File: src/rtl/code_converter_stream_if.sv
// Handshake bundle for code_converter_stream. The slave side is the converter
// and the master side is the source/sink pair.
interface code_converter_stream_if #(
   parameter int LANES = 1
);
   logic [1:0]         mode;
   logic               in_valid;
   logic               in_ready;
   logic [4*LANES-1:0] in_data;
   logic               out_valid;
   logic               out_ready;
   logic [4*LANES-1:0] out_data;
   logic [LANES-1:0]   out_err;

   modport slave (
      input  mode, in_valid, in_data, out_ready,
      output in_ready, out_valid, out_data, out_err
   );

   modport master (
      output mode, in_valid, in_data, out_ready,
      input  in_ready, out_valid, out_data, out_err
   );
endinterface

File: src/rtl/code_converter_stream.sv
// Multi-lane 4-bit code converter (Gray, inverse Gray, excess-3, pass-through).
// Converted words are queued in an output FIFO. A saturating counter records words that contain bad BCD digits.
module code_converter_stream #(
   parameter int LANES      = 1,
   parameter int FIFO_DEPTH = 4,
   parameter int ERR_CNT_W  = 8
) (
   input  logic                              clk,
   input  logic                              reset,
   code_converter_stream_if.slave            bus,
   input  logic                              clr_err,
   output logic [$clog2(FIFO_DEPTH+1)-1:0]   fifo_count,
   output logic [ERR_CNT_W-1:0]              err_count
);

   localparam int PTR_W = (FIFO_DEPTH > 1) ? $clog2(FIFO_DEPTH) : 1;
   localparam int CNT_W = $clog2(FIFO_DEPTH + 1);
   localparam int DW    = 4 * LANES;

   logic [DW-1:0]    data_mem [FIFO_DEPTH];
   logic [LANES-1:0] err_mem  [FIFO_DEPTH];
   logic [PTR_W-1:0] wr_ptr;
   logic [PTR_W-1:0] rd_ptr;
   logic [DW-1:0]    conv_data;
   logic [LANES-1:0] conv_err;
   logic             push;
   logic             pop;
   logic             out_valid_int;

   // Result is {err, digit}; err can only be set in excess-3 mode.
   function automatic logic [4:0] conv_digit(input logic [1:0] m, input logic [3:0] d);
      logic [3:0] b;
      logic [4:0] r;
      r = '0;
      b = '0;
      case (m)
         2'd0: r = {1'b0, d[3], d[3] ^ d[2], d[2] ^ d[1], d[1] ^ d[0]};
         2'd1: begin
            b[3] = d[3];
            b[2] = b[3] ^ d[2];
            b[1] = b[2] ^ d[1];
            b[0] = b[1] ^ d[0];
            r    = {1'b0, b};
         end
         2'd2: begin
            if (d <= 4'd9) r = {1'b0, d + 4'd3};
            else           r = {1'b1, 4'h0};
         end
         default: r = {1'b0, d};
      endcase
      return r;
   endfunction

   always_comb begin
      conv_data = '0;
      conv_err  = '0;
      for (int i = 0; i < LANES; i++) begin
         {conv_err[i], conv_data[4*i +: 4]} = conv_digit(bus.mode, bus.in_data[4*i +: 4]);
      end
   end

   // Ready depends only on stored count, so a same-cycle pop never frees a slot.
   assign bus.in_ready  = !reset && (fifo_count < CNT_W'(FIFO_DEPTH));
   assign out_valid_int = (fifo_count != '0);
   assign bus.out_valid = out_valid_int;
   assign bus.out_data  = out_valid_int ? data_mem[rd_ptr] : '0;
   assign bus.out_err   = out_valid_int ? err_mem[rd_ptr]  : '0;

   assign push = bus.in_valid && bus.in_ready;
   assign pop  = out_valid_int && bus.out_ready;

   always_ff @(posedge clk or posedge reset) begin
      if (reset) begin
         wr_ptr     <= '0;
         rd_ptr     <= '0;
         fifo_count <= '0;
         for (int i = 0; i < FIFO_DEPTH; i++) begin
            data_mem[i] <= '0;
            err_mem[i]  <= '0;
         end
      end else begin
         if (push) begin
            data_mem[wr_ptr] <= conv_data;
            err_mem[wr_ptr]  <= conv_err;
            wr_ptr           <= wr_ptr + 1'b1;
         end
         if (pop) begin
            rd_ptr <= rd_ptr + 1'b1;
         end
         case ({push, pop})
            2'b10:   fifo_count <= fifo_count + 1'b1;
            2'b01:   fifo_count <= fifo_count - 1'b1;
            default: fifo_count <= fifo_count;
         endcase
      end
   end

   always_ff @(posedge clk or posedge reset) begin
      if (reset) begin
         err_count <= '0;
      end else if (clr_err) begin
         err_count <= '0;
      end else if (push && (|conv_err) && (err_count != '1)) begin
         err_count <= err_count + 1'b1;
      end
   end

endmodule

File: src/flat_wrapper.sv
// flat-port wrapper written by rule: the top's interface ports become plain ports
module code_converter_stream_flat 
#(
   parameter int LANES      = 1,
   parameter int FIFO_DEPTH = 4,
   parameter int ERR_CNT_W  = 8
)
  (clk, reset, clr_err, fifo_count, err_count, bus_mode, bus_in_valid, bus_in_data, bus_out_ready, bus_in_ready, bus_out_valid, bus_out_data, bus_out_err);
  code_converter_stream_if #(.LANES(LANES)) bus_i ();
  input  logic clk;
  input  logic reset;
  input  logic clr_err;
  output logic [$clog2(FIFO_DEPTH+1)-1:0] fifo_count;
  output logic [ERR_CNT_W-1:0] err_count;
  input wire logic [$bits(bus_i.mode)-1:0] bus_mode;
  input wire logic [$bits(bus_i.in_valid)-1:0] bus_in_valid;
  input wire logic [$bits(bus_i.in_data)-1:0] bus_in_data;
  input wire logic [$bits(bus_i.out_ready)-1:0] bus_out_ready;
  output wire logic [$bits(bus_i.in_ready)-1:0] bus_in_ready;
  output wire logic [$bits(bus_i.out_valid)-1:0] bus_out_valid;
  output wire logic [$bits(bus_i.out_data)-1:0] bus_out_data;
  output wire logic [$bits(bus_i.out_err)-1:0] bus_out_err;
  assign bus_i.mode = bus_mode;
  assign bus_i.in_valid = bus_in_valid;
  assign bus_i.in_data = bus_in_data;
  assign bus_i.out_ready = bus_out_ready;
  assign bus_in_ready = bus_i.in_ready;
  assign bus_out_valid = bus_i.out_valid;
  assign bus_out_data = bus_i.out_data;
  assign bus_out_err = bus_i.out_err;
  code_converter_stream #(.LANES(LANES), .FIFO_DEPTH(FIFO_DEPTH), .ERR_CNT_W(ERR_CNT_W)) u_core (.clk(clk), .reset(reset), .bus(bus_i), .clr_err(clr_err), .fifo_count(fifo_count), .err_count(err_count));
endmodule
File: config.mk
export PLATFORM = sky130hd
export DESIGN_NAME = code_converter_stream_flat
export DESIGN_NICKNAME = d
export VERILOG_FILES = /design/src/rtl/code_converter_stream_if.sv /design/src/rtl/code_converter_stream.sv /design/src/flat_wrapper.sv
export SDC_FILE = /design/constraint.sdc
export NUM_CORES = 1
export LEC_CHECK = 0
export ABC_AREA = 1
export CORE_UTILIZATION = 29
export CTS_BUF_LIST = sky130_fd_sc_hd__clkbuf_16
export DETAILED_ROUTE_END_ITERATION = 8
export HOLD_SLACK_MARGIN = 0.05
export PLACE_DENSITY = 0.53
export SYNTH_ARGS = -nofsm -noshare
export SYNTH_HDL_FRONTEND = slang
export SYNTH_SLANG_ARGS = --single-unit
File: constraint.sdc
create_clock -name clk -period 3.4 [get_ports clk]
set_input_delay 0.34 -clock clk [delete_from_list [all_inputs] [get_ports clk]]
set_output_delay 0.34 -clock clk [all_outputs]
set_load 0.01 [all_outputs]
==> summary.md, run 1 <==
| Metric | Value |
|---|---|
| Minimum clock period | approximately 2400 ps |
| Mapped Cells | between 200 and 300 |
| Yosys top cell by area | dfrtp_1 |
| Dpl cells | ~400 |
| Top-area cell type share of the netlist area | 0.408 |
| Main area contributors after synthesis | dfrtp_1, nand2_1, ha_1, nand3_1, inv_1 |
| Fillers | ~800 |
| Library cells used by synthesis | 31 |
| Proportion of layout cells with a drive suffix above 1 | 0.0831 |
| # IOs | 29 |
| Fin. Hold Viols | 0 |
| Slew Viols, Final | 0 |
| Clock Tree Buf Depth | 2 |
| Maximum VDD drop | about 0.00046 V |
| CTS buffer count | 5 |
| Core ar. | 7210 um^2 |
| Wire per inst | about 12 um |
| Worst Path Max Fanout | 14 |
| Post-cts resize count | 0 |
| Internal power | approximately 1200 uW |
| Worst r2r path cells | 10 |
| Hold Path Depth | 2 |
| Clock power share | 0.240 |
| Slew @ Worst Pin | about 470 ps |
| CTS Sinks | 35 |
| Drt drc | 0 |
| Final setup vio count | 0 |
| #FFs+latches synth | 35 |
| Sequential share of power | 0.377 |
| Worst-Skew Late Latency | 280 ps |
| First-pass GRT wire length | 8490 um |
| CTS Root Cell | clkbuf_16 |
| Sequential cell area | 876 um^2 |
| All-Layer GR Usage | 0.146 |
| Initial antenna violation count | 0 |
| Initial Utilization | 0.298 |
| Min-delay worst type | reg -> reg |
| Post-Layout Cell Count | 412 |
| Synth warnings | 0 |
| Setup Skew | 6.75 ps |
| PD cells | 683 nW/um^2 |
| Final Net Count | approximately 340 |
| Critical Path End Type | output port |
| CP Launch Type | flop |
| Die height | between 80 and 90 um |
| Vias | approximately 1900 |
| Hold Buf Count CTS | 0 |
| Largest net degree at the start of global routing | 36 |
| Layout overhead on the synthesized area | 25.1% |
| Final WL | roughly 4900 um |
| Slew HR | 0.689 |
| Synthesized net count | approximately 300 |
| # diodes | 0 |
| Comb pwr share | 0.382 |
| CP max-delay cell | clkdlybuf4s50_1 |
| Sw Pwr | around 670 uW |
| RSZ-0062 raised after global routing | false |
| DIE WIDTH | just under 90 um |
| Mean Syn Cell Area | ~7.7 um^2 |
| Worst path cell trace | inv_1, o21ai_0, a21oi_1, clkdlybuf4s50_1 |
| Cell area after synthesis | between 2000 and 2500 um^2 |
| Outcome | finished, final reports clean |
| Clock transition at the registers of the reported paths | roughly 50 ps |
| CP Buf/Inv Count | 2 |
| Switching fraction of total power | 0.364 |
| Crit-path max cell delay | ~570 ps |
| CTS tree | done |
| Post-route clock period utilization | 0.696 |
| CP top delay family | buffers and inverters |
| Site row count | 31 |
| CP arrival | between 2000 and 2500 ps |
| Critical Path RT | 3060 ps |
| Leakage | between 0.001 and 0.0015 uW |
| First-pass DRT Iterations | 5 |
| # Post-CTS Setup Buffers | 0 |
| Critical path depth in cells | 4 |
| ANT nets after route | 0 |
| GPL Wtd Cong | ~0.79 |
| Post-DP HPWL | 3530 um |
| Buffers on Ports | 28 |
| Sequential share of the synthesized area | 0.408 |
| Grt ovf | 0 |
| Initial DRC Count | 114 |
| Number of vias per cell | approximately 4.5 |
| H-Tree Depth | 2 |
| Vias in the first global route | around 1800 |
| Total of max-cap violations | 0 |
| Die area | approximately 7800 um^2 |
| TNS Setup | 0 ps |
| Multi-input logic area | 1120 um^2 |
| F_max | approximately 0.42 GHz |
| Critical path type | reg -> out |
[layer usage]
metal,GRT usage,wire length (um),vias to the layer above
li1,-,-,953
met1,0.191,2300,854
met2,0.226,2210,50
met3,0.0434,271,5
met4,0.0557,75,0
met5,0,0,-
[tightest hold or removal path: cells and delay by family (launching register included)]
kind / cells / cell delay, ps
flops: 1 / 340
simple gates: 2 / 100
[cell families after synthesis]
kind of cell / share of synthesized area
AOI/OAI and AO/OA: 0.0944
xor gates and xnor gates: 0.0326
buffers and inverters: 0.0699
and+or+nand+nor: 0.316
adders and majority gates: 0.0793
DFF: 0.408
[layout by cell type (no fill, tap or decap), drive strengths merged]
cell type / Yosys / layout
a21o: 2 / 2
a21oi: 8 / 8
buf: 2 / 1
clkbuf: 1 / 5
clkdlybuf4s50: 0 / 28
clkinv: 0 / 3
dfrtp: 35 / 35
fa: 1 / 1
ha: 12 / 12
inv: 35 / 35
nand2: 85 / 85
nand3: 26 / 26
nand3b: 3 / 3
nand4: 3 / 3
nor2: 31 / 31
nor3: 2 / 2
o211ai: 1 / 1
o21ai: 22 / 22
o21bai: 1 / 1
o22ai: 1 / 1
xnor2: 3 / 3
xor2: 5 / 5
[metrics by stage]
stage | utilization | hold WS [ps] | setup WS [ps] | area (um^2) | power, uW
finish | 0.372 | 480 | 1030 | 2690 | 1830
global route | 0.372 | 501 | 875 | 2690 | 2000
CTS | 0.372 | 480 | 1030 | 2690 | 1860
detailed placement | 0.353 | 464 | 1170 | 2540 | 1400
global placement | 0.353 | 465 | 1160 | 2540 | 1400
floorplan | - | 444 | 1550 | 2150 | 1110
[power groups by stage]
stage                     Combinational (uW)  Clock [uW]  Sequential, uW
after floorplan                          462           0             648
after detailed placement                 707           0             697
after global placement                   702           0             696
after global routing                     814         477             714
after CTS                                710         458             692
final                                    701         441             691
[cell usage after synthesis]
library cell and n:
nand2_1 82, dfrtp_1 35, inv_1 31, nor2_1 27
nand3_1 24, o21ai_0 22, ha_1 12, a21oi_1 7
xor2_1 5, inv_2 3, nand3b_1 3, nor2_4 3
xnor2_1 3, buf_2 2, nand2_2 2, nand4_1 2
nor3_1 2, a21o_1 1, a21o_2 1, a21oi_4 1
clkbuf_1 1, fa_1 1, inv_6 1, nand2_4 1
nand3_2 1, nand3_4 1, nand4_2 1, nor2_2 1
o211ai_1 1, o21bai_2 1, o22ai_1 1
[final cells by class]
class                      instances  share of cell area
sequential                        35               0.326
multi-input combinational        206               0.418
clock inverter                     3             0.00559
clock buffer                       5              0.0466
timing repair buffer              29               0.107
tap                               99              0.0461
inverter                          35              0.0508
[state kept, by name (all words and copies together), names as in the netlist]
signal / flops
u_core.rd_ptr: 2
u_core.fifo_count: 3
u_core.data_mem: 16
u_core.err_mem: 4
u_core.wr_ptr: 2
u_core.err_count: 8
[worst paths after layout]
check                                  endpoint                  from  slack [ps]
max in group asynchronous   u_core.data_mem[12]                 reset        2550
max                                 bus_out_err      u_core.rd_ptr[0]        1030
min in group asynchronous   u_core.err_count[0]                 reset         520
min reg2reg                  u_core.data_mem[0]    u_core.data_mem[0]         480
max reg2reg                u_core.fifo_count[2]  u_core.fifo_count[1]        1530
min                          u_core.data_mem[0]    u_core.data_mem[0]         480
No activity file was read; power rests on OpenSTA's default activity.
==> run 2: changes to the inputs <==
--- a/config.mk
+++ b/config.mk
@@ -10,7 +10,7 @@
 export CTS_BUF_LIST = sky130_fd_sc_hd__clkbuf_16
 export DETAILED_ROUTE_END_ITERATION = 8
 export HOLD_SLACK_MARGIN = 0.05
-export PLACE_DENSITY = 0.53
+export PLACE_DENSITY = 0.54
 export SYNTH_ARGS = -nofsm -noshare
 export SYNTH_HDL_FRONTEND = slang
 export SYNTH_SLANG_ARGS = --single-unit
==> constraint.sdc (replaced) <==
create_clock -name clk -period 1.95 [get_ports clk]
set_input_delay 0.195 -clock clk [delete_from_list [all_inputs] [get_ports clk]]
set_output_delay 0.195 -clock clk [all_outputs]
set_load 0.01 [all_outputs]
==> run 2 against run 1 <==
Against the previous run:
- critical path depth is the same
- power grew 75%
- worst setup slack lost 930 ps
- worst hold slack lost 94 ps
- core utilization grew 0.97 points
- non-clock buffer count grew 9
- global-route usage shrank 0.64 points
- combinational power grew 81%
- sequential power grew 71%
- final cell count grew 1.9%
- design area grew 2.6%
- register-to-register slack lost 1300 ps
- critical path type unchanged
- largest cell class unchanged
- highest routed layer unchanged
==> summary.md, run 2 (synthesis results as in run 1) <==
| Metric | Value |
|---|---|
| Critical R2R Launch | u_core.fifo_count[0] |
| Largest regs | u_core.data_mem x16, u_core.err_count x8, u_core.err_mem x4 |
| Setup Skew | 4.53 ps (-2.22 ps) |
| H-Tree Depth | 2 (unchanged) |
| Site row count | 31 (unchanged) |
| First-pass DRT Iterations | 4 (-1) |
| Fin. Hold Viols | 0 (unchanged) |
| RSZ-0062 raised after global routing | false |
| Initial DRC Count | 75 (-34%) |
| Largest net degree at the start of global routing | 36 (unchanged) |
| Die height | 88.0 um (unchanged) |
| Clock transition at the registers of the reported paths | 50 ps (about the same) |
| Drt drc | 0 (unchanged) |
| First-pass GRT wire length | 8320 um (-2.0%) |
| Largest Register | u_core.data_mem |
| Grt ovf | 0 (unchanged) |
| Max reg flops | 16 (unchanged) |
| Critical path origin | u_core.rd_ptr[0] |
| CP Launch Type | flop |
| Slew @ Worst Pin | 472 ps (+7.07 ps) |
| Critical Path End Type | output port |
| CP arrival | 1650 ps (-380 ps) |
| # IOs | 29 (unchanged) |
| Vias | 1863 (+0.054%) |
| Commonest cells after routing, fill and taps aside | nand2_1, dfrtp_1, inv_1, nor2_1, clkdlybuf4s50_1 |
| Worst-Skew Late Latency | 270 ps (about the same) |
| CTS Sinks | 35 (unchanged) |
| Maximum VDD drop | 0.000375 V (-18%) |
| Post-route clock period utilization | 0.948 |
| Worst hold margin | 386 ps (-93.8 ps) |
| Final WS setup | 101 ps (-933 ps) |
| Final Net Count | 345 (+2.7%) |
| Pre-CTS setup slack | 34.0 ps (-1130 ps) |
| Initial antenna violation count | 0 (unchanged) |
| CTS Root Cell | clkbuf_16 |
| Vias in the first global route | 1841 (+1.1%) |
| Core ar. | 7210 um^2 (unchanged) |
| Die area | 7750 um^2 (unchanged) |
| Number of vias per cell | 4.44 (-1.9%) |
| Hold Buf Count CTS | 0 (unchanged) |
| Clock Tree Buf Depth | 2 (unchanged) |
| Worst Path Max Fanout | 7 (-7) |
| Final WL | 4690 um (-3.6%) |
| Leakage | 0.00141 uW (+3.9%) |
| Buffers on Ports | 28 (unchanged) |
| Outcome | finished, final reports clean |
| DIE WIDTH | 88.0 um (unchanged) |
| Commonest non-fill, non-tap cell in the layout | nand2_1 |
| F_max | 0.541 GHz |
| Fillers | 782 (-2.1%) |
| CTS buffer count | 5 (unchanged) |
| Initial Utilization | 0.298 (unchanged) |
| # diodes | 0 (unchanged) |
| TNS Setup | 0 ps (unchanged) |
| Layout overhead on the synthesized area | 28.3% |
| Total of max-cap violations | 0 (unchanged) |
| Post-DP HPWL | 3360 um (-4.7%) |
| Proportion of layout cells with a drive suffix above 1 | 0.128 (+0.0447) |
| Min-delay worst type | in -> async |
| Slew HR | 0.685 (-0.00437) |
| CTS tree | done |
| ANT nets after route | 0 (unchanged) |
| Critical Path RT | 1750 ps (-1310 ps) |
| Slew Viols, Final | 0 (unchanged) |
| Minimum clock period | 1850 ps |
| Critical path type | reg -> out |
| GPL Wtd Cong | 0.753 (-5.2%) |
| Final setup vio count | 0 (unchanged) |
| Wire per inst | 11.2 um (-5.4%) |
| PD cells | 1160 nW/um^2 (+70%) |
| All-Layer GR Usage | 0.139 (-0.00644) |
[run 2: changes by cell type in the layout (fill, tap and decap cells not counted), moves of 2 or more]
cell	previous run	this run
buf_4	1	10
clkdlybuf4s50_1	28	24
clkinv_2	3	1
dfrtp_1	35	33
dfrtp_2	0	2
dlygate4sd2_1	0	3
inv_1	31	27
inv_2	3	7
[run 2: critical path, stage by stage, from the launching register on]
cell,delay (ps)
dfrtp_2,420
buf_4,170
o211ai_1,80
a21oi_1,160
clkdlybuf4s50_1,550
[run 2: metal layers]
| metal | global-route usage | part of all wire |
|---|---|---|
| met5 | 0 | 0 |
| met4 | 0.0440 | 0.011 |
| met3 | 0.0292 | 0.034 |
| met2 | 0.231 | 0.44 |
| met1 | 0.181 | 0.51 |
[run 2: final cells by class]
class / count / area [um^2] / share of cell area
inverters: 35 / 136 / 0.0495
well taps: 99 / 124 / 0.0450
clock buffers: 5 / 125 / 0.0454
clock inverters: 2 / 8.76 / 0.00318
flip-flops and latches: 35 / 878 / 0.319
multi-input cells: 206 / 1130 / 0.410
repair buffers: 38 / 354 / 0.129
[run 2: path summary, 6_finish.rpt]
kind | to | slack, ps | cells past startpoint
max in group asynchronous | u_core.rd_ptr[0] | 1210 | 3
max | bus_out_data[2] | 100 | 4
min reg2reg | u_core.data_mem[9] | 480 | 2
min | u_core.fifo_count[2] | 390 | 3
min in group clk | u_core.data_mem[9] | 480 | 2
max reg2reg | u_core.fifo_count[2] | 190 | 10
[run 2: metrics by stage]
step,instances,cell area [um^2],power [uW],util
after floorplan,279,2150,1940,-
after global placement,411,2600,2440,0.360
after detailed placement,411,2600,2450,0.360
after CTS,420,2750,3240,0.381
after global routing,420,2760,3500,0.382
final,420,2760,3200,0.382
[run 2: report_power, final]
| group | internal (uW) | switching (uW) | total (uW) |
|---|---|---|---|
| clock network | 459 | 292 | 751 |
| registers | 995 | 188 | 1180 |
| logic | 590 | 680 | 1270 |
| total | 2040 | 1160 | 3200 |
[run 2: what timing repair did]
action | in CTS | in global routing
pin swaps | 0 | 0
gates resized for setup | 7 | 6
buffers inserted | 2 | 0
endpoints found under the hold margin | 0 | 0
endpoints found under the setup margin | 5 | 4
==> run 3: changes to the inputs <==
--- a/config.mk
+++ b/config.mk
@@ -5,12 +5,12 @@
 export SDC_FILE = /design/constraint.sdc
 export NUM_CORES = 1
 export LEC_CHECK = 0
-export ABC_AREA = 1
+export ABC_AREA = 0
 export CORE_UTILIZATION = 29
 export CTS_BUF_LIST = sky130_fd_sc_hd__clkbuf_16
 export DETAILED_ROUTE_END_ITERATION = 8
 export HOLD_SLACK_MARGIN = 0.05
-export PLACE_DENSITY = 0.54
+export PLACE_DENSITY = 0.55
 export SYNTH_ARGS = -nofsm -noshare
 export SYNTH_HDL_FRONTEND = slang
 export SYNTH_SLANG_ARGS = --single-unit
==> run 3 against run 2 <==
Against the previous run:
- the flow now finishes with violations (negative setup slack)
- clock skew shrank 2.6 ps
- design area grew 3.1%
- critical path depth is the same
- worst setup slack lost 130 ps
- non-clock buffer count grew 24
- fmax shrank 6.4%
- highest routed layer unchanged
==> summary.md, run 3 <==
| Metric | Value |
|---|---|
| Outcome | finished with violations |
| Failing checks | negative setup slack |
| Max reg flops | 16 (unchanged) |
| Global routing usage on met2 | 0.215 (-0.0166) |
| CTS Sinks | 35 (unchanged) |
| Core ar. | 6790 um^2 (-5.8%) |
| Layout overhead on the synthesized area | 39.6% |
| Initial antenna violation count | 0 (unchanged) |
| Critical Path RT | 1750 ps (about the same) |
| Most frequent cells after synthesis | dfrtp_1, nand2_1, o21ai_0, inv_1, ha_1 |
| Slew HR | 0.704 (+0.0184) |
| Final WL | 4430 um (-5.4%) |
| CTS Root Cell | clkbuf_16 |
| Grt ovf | 0 (unchanged) |
| Slew Viols, Final | 0 (unchanged) |
| Library cells used by synthesis | 42 (+35%) |
| Initial Utilization | 0.300 (+0.00202) |
| Initial DRC Count | 57 (-24%) |
| Minimum clock period | 1970 ps (+126 ps) |
| Post-route clock period utilization | 1.01 (+0.0645) |
| Clock Tree Buf Depth | 2 (unchanged) |
| GR Layer Usage met1 | 0.179 (-0.00275) |
| Cell area after synthesis | 2040 um^2 (-5.2%) |
| ANT nets after route | 0 (unchanged) |
| Worst Path Max Fanout | 6 (-1) |
| Vias in the first global route | 1598 (-13%) |
| Worst r2r path cells | 8 (-2) |
| Yosys top cell by area | dfrtp_1 |
| EDFF count, synth | 0 (unchanged) |
| Commonest cells after routing, fill and taps aside | buf_4, dfrtp_1, nand2_1 |
| #FFs+latches synth | 35 (unchanged) |
| Drt drc | 0 (unchanged) |
| Vias | 1667 (-11%) |
| Largest net degree at the start of global routing | 36 (unchanged) |
| Hold path startpoint | u_core.data_mem[15] |
| Final Net Count | 289 (-16%) |
| Post-DP HPWL | 3250 um (-3.3%) |
| Synth warnings | 0 (unchanged) |
| F_max | 0.506 GHz (-6.4%) |
| Post-Layout Cell Count | 362 (-14%) |
| GPL Wtd Cong | 0.788 (+4.6%) |
| All-Layer GR Usage | 0.136 (-0.00311) |
| Mean Syn Cell Area | 9.98 um^2 (+30%) |
| PD cells | 1130 nW/um^2 (-3.0%) |
| DIE WIDTH | 85.8 um (-2.6%) |
| First-pass DRT Iterations | 4 (unchanged) |
| Final setup vio count | 2 (+2) |
| Clock transition at the registers of the reported paths | 50 ps (about the same) |
| Synthesized net count | 228 (-25%) |
| Largest Register | u_core.data_mem |
| Leakage | 0.00125 uW (-12%) |
| CP arrival | 1780 ps (+130 ps) |
| CP Launch Type | flop |
| Largest regs | u_core.data_mem x16, u_core.err_count x8, u_core.err_mem x4 |
| Commonest non-fill, non-tap cell in the layout | buf_4 |
| Final WS setup | -24.9 ps (-126 ps) |
| Min-delay worst type | reg -> reg |
| Critical Path End Type | output port |
| Main area contributors after synthesis | dfrtp_1, ha_1, nand2_1, mux4_2, o21ai_0 |
| Slew @ Worst Pin | 445 ps (-27.6 ps) |
| Worst-Skew Late Latency | 270 ps (about the same) |
| Mapped Cells | 204 (-27%) |
| Total of max-cap violations | 0 (unchanged) |
| H-Tree Depth | 2 (unchanged) |
| First-pass GRT wire length | 7650 um (-8.1%) |
| Maximum VDD drop | 0.000361 V (-3.8%) |
| Top-area cell type share of the netlist area | 0.430 (+0.0223) |
| Site row count | 30 (-3.2%) |
| Util after Layout | 0.418 (+0.0363) |
| Global routing's busiest layer | met2 |
| Proportion of layout cells with a drive suffix above 1 | 0.229 (+0.102) |
| Number of vias per cell | 4.60 (+3.8%) |
| Wire per inst | 12.2 um (+9.8%) |
| CTS buffer count | 5 (unchanged) |
| Sequential cell area | 878 um^2 (unchanged) |
| Critical path type | reg -> out |
| Buffers on Ports | 28 (unchanged) |
| Setup Skew | 1.98 ps (-2.56 ps) |
| Sequential share of the synthesized area | 0.430 (+0.0223) |
| # diodes | 0 (unchanged) |
| FFs w/ async S/R, synth | 1.00 (unchanged) |
| Fin. Hold Viols | 0 (unchanged) |
| RSZ-0062 raised after global routing | true |
| Top_reg_cell synth | dfrtp_1 |
| Hold EP | u_core.data_mem[15] |
| GR Layer Usage met3 | 0.0298 (+0.000619) |
| Critical R2R Launch | u_core.fifo_count[2] |
| Hold Buf Count CTS | 0 (unchanged) |
| R2r endpoint | u_core.fifo_count[2] |
| Hold Path Depth | 2 |
| Most common cell in the synthesized netlist | dfrtp_1 |
| Final total power | 3210 uW (about the same) |
| # IOs | 29 (unchanged) |
| R2r setup slk | 130 ps (-60 ps) |
| CTS tree | done |
| Multi-input logic area | 1120 um^2 (-0.55%) |
| Fillers | 684 (-13%) |
| Dpl cells | 347 (-16%) |
| Die area | 7360 um^2 (-5.1%) |
| Die height | 85.8 um (-2.6%) |
-- run 3: cell types whose count changed in the layout (fill, tap and decap cells not counted), sizes merged, moves of 5 or more --
cell / delta
a21oi: -5
and2: +8
buf: +24
inv: -22
mux4: +5
nand2: -54
nand3: -24
nor2: -23
o31ai: +6
-- run 3: timing repair --
| item | in CTS | in global routing |
|---|---|---|
| endpoints found under the setup margin | 10 | 21 |
| pin swaps | 0 | 4 |
| resized for setup | 11 | 5 |
| buffers inserted | 5 | 2 |
-- run 3: worst max path at each step --
stage	startpoint	endpoint	slack (ps)
after floorplan	u_core.fifo_count[0]	u_core.fifo_count[2]	0.6
after CTS	u_core.rd_ptr[0]	bus_out_data[3]	-20
final	u_core.rd_ptr[0]	bus_out_data[3]	-20
after global routing	u_core.rd_ptr[0]	bus_out_data[3]	-70
after detailed placement	bus_in_data[2]	u_core.data_mem[2]	-330
after global placement	bus_in_data[2]	u_core.data_mem[1]	-280
-- run 3: where the power goes --
group	total, uW	switching, uW	internal, uW
logic	1280	535	747
registers	1170	181	992
clock network	752	288	463
-- run 3: layout make-up --
type	count	area share
well taps	96	0.0423
multi-input cells	148	0.395
clock buffers	5	0.0440
repair buffers	62	0.187
flip-flops and latches	35	0.309
inverters	13	0.0172
clock inverters	3	0.00528
-- run 3: cell families (layout without fill, tap and decap cells) --
group / Yosys count / in the layout / share of synthesized area
AND/OR/NAND/NOR: 76 / 76 / 0.194
flip-flops: 35 / 35 / 0.430
multiplexers: 9 / 9 / 0.0762
XOR/XNOR: 8 / 8 / 0.0344
buffers and inverters: 21 / 83 / 0.0406
AO/OA/AOI/OAI: 42 / 42 / 0.141
adder cells (fa/ha/maj): 13 / 13 / 0.0836
-- run 3: routing by layer --
layer  share of wire  up-vias  routed length, um
met5               0        -                  0
met4           0.016        0                 71
met3           0.043        6                191
met2            0.46       37               2030
met1            0.48      778               2140
li1                -      846                  -
-- run 3: metrics by stage --
step | worst slack (ps) | hold slack (ps) | area (um^2) | setup TNS, ps
3_5_place_dp | -327 | 466 | 2610 | -5000
2_1_floorplan | 0.562 | 349 | 2050 | 0
4_1_cts | -21.3 | 478 | 2800 | -40.6
5_1_grt | -73.5 | 494 | 2840 | -195
6_report | -24.9 | 473 | 2840 | -48.0
3_3_place_gp | -281 | 458 | 2610 | -4850
-- run 3: critical path, cell delays in order (launching register included) --
cell and delay (ps):
dfrtp_2 430, buf_4 140, mux4_2 500, and2_1 170
dlygate4sd2_1 270
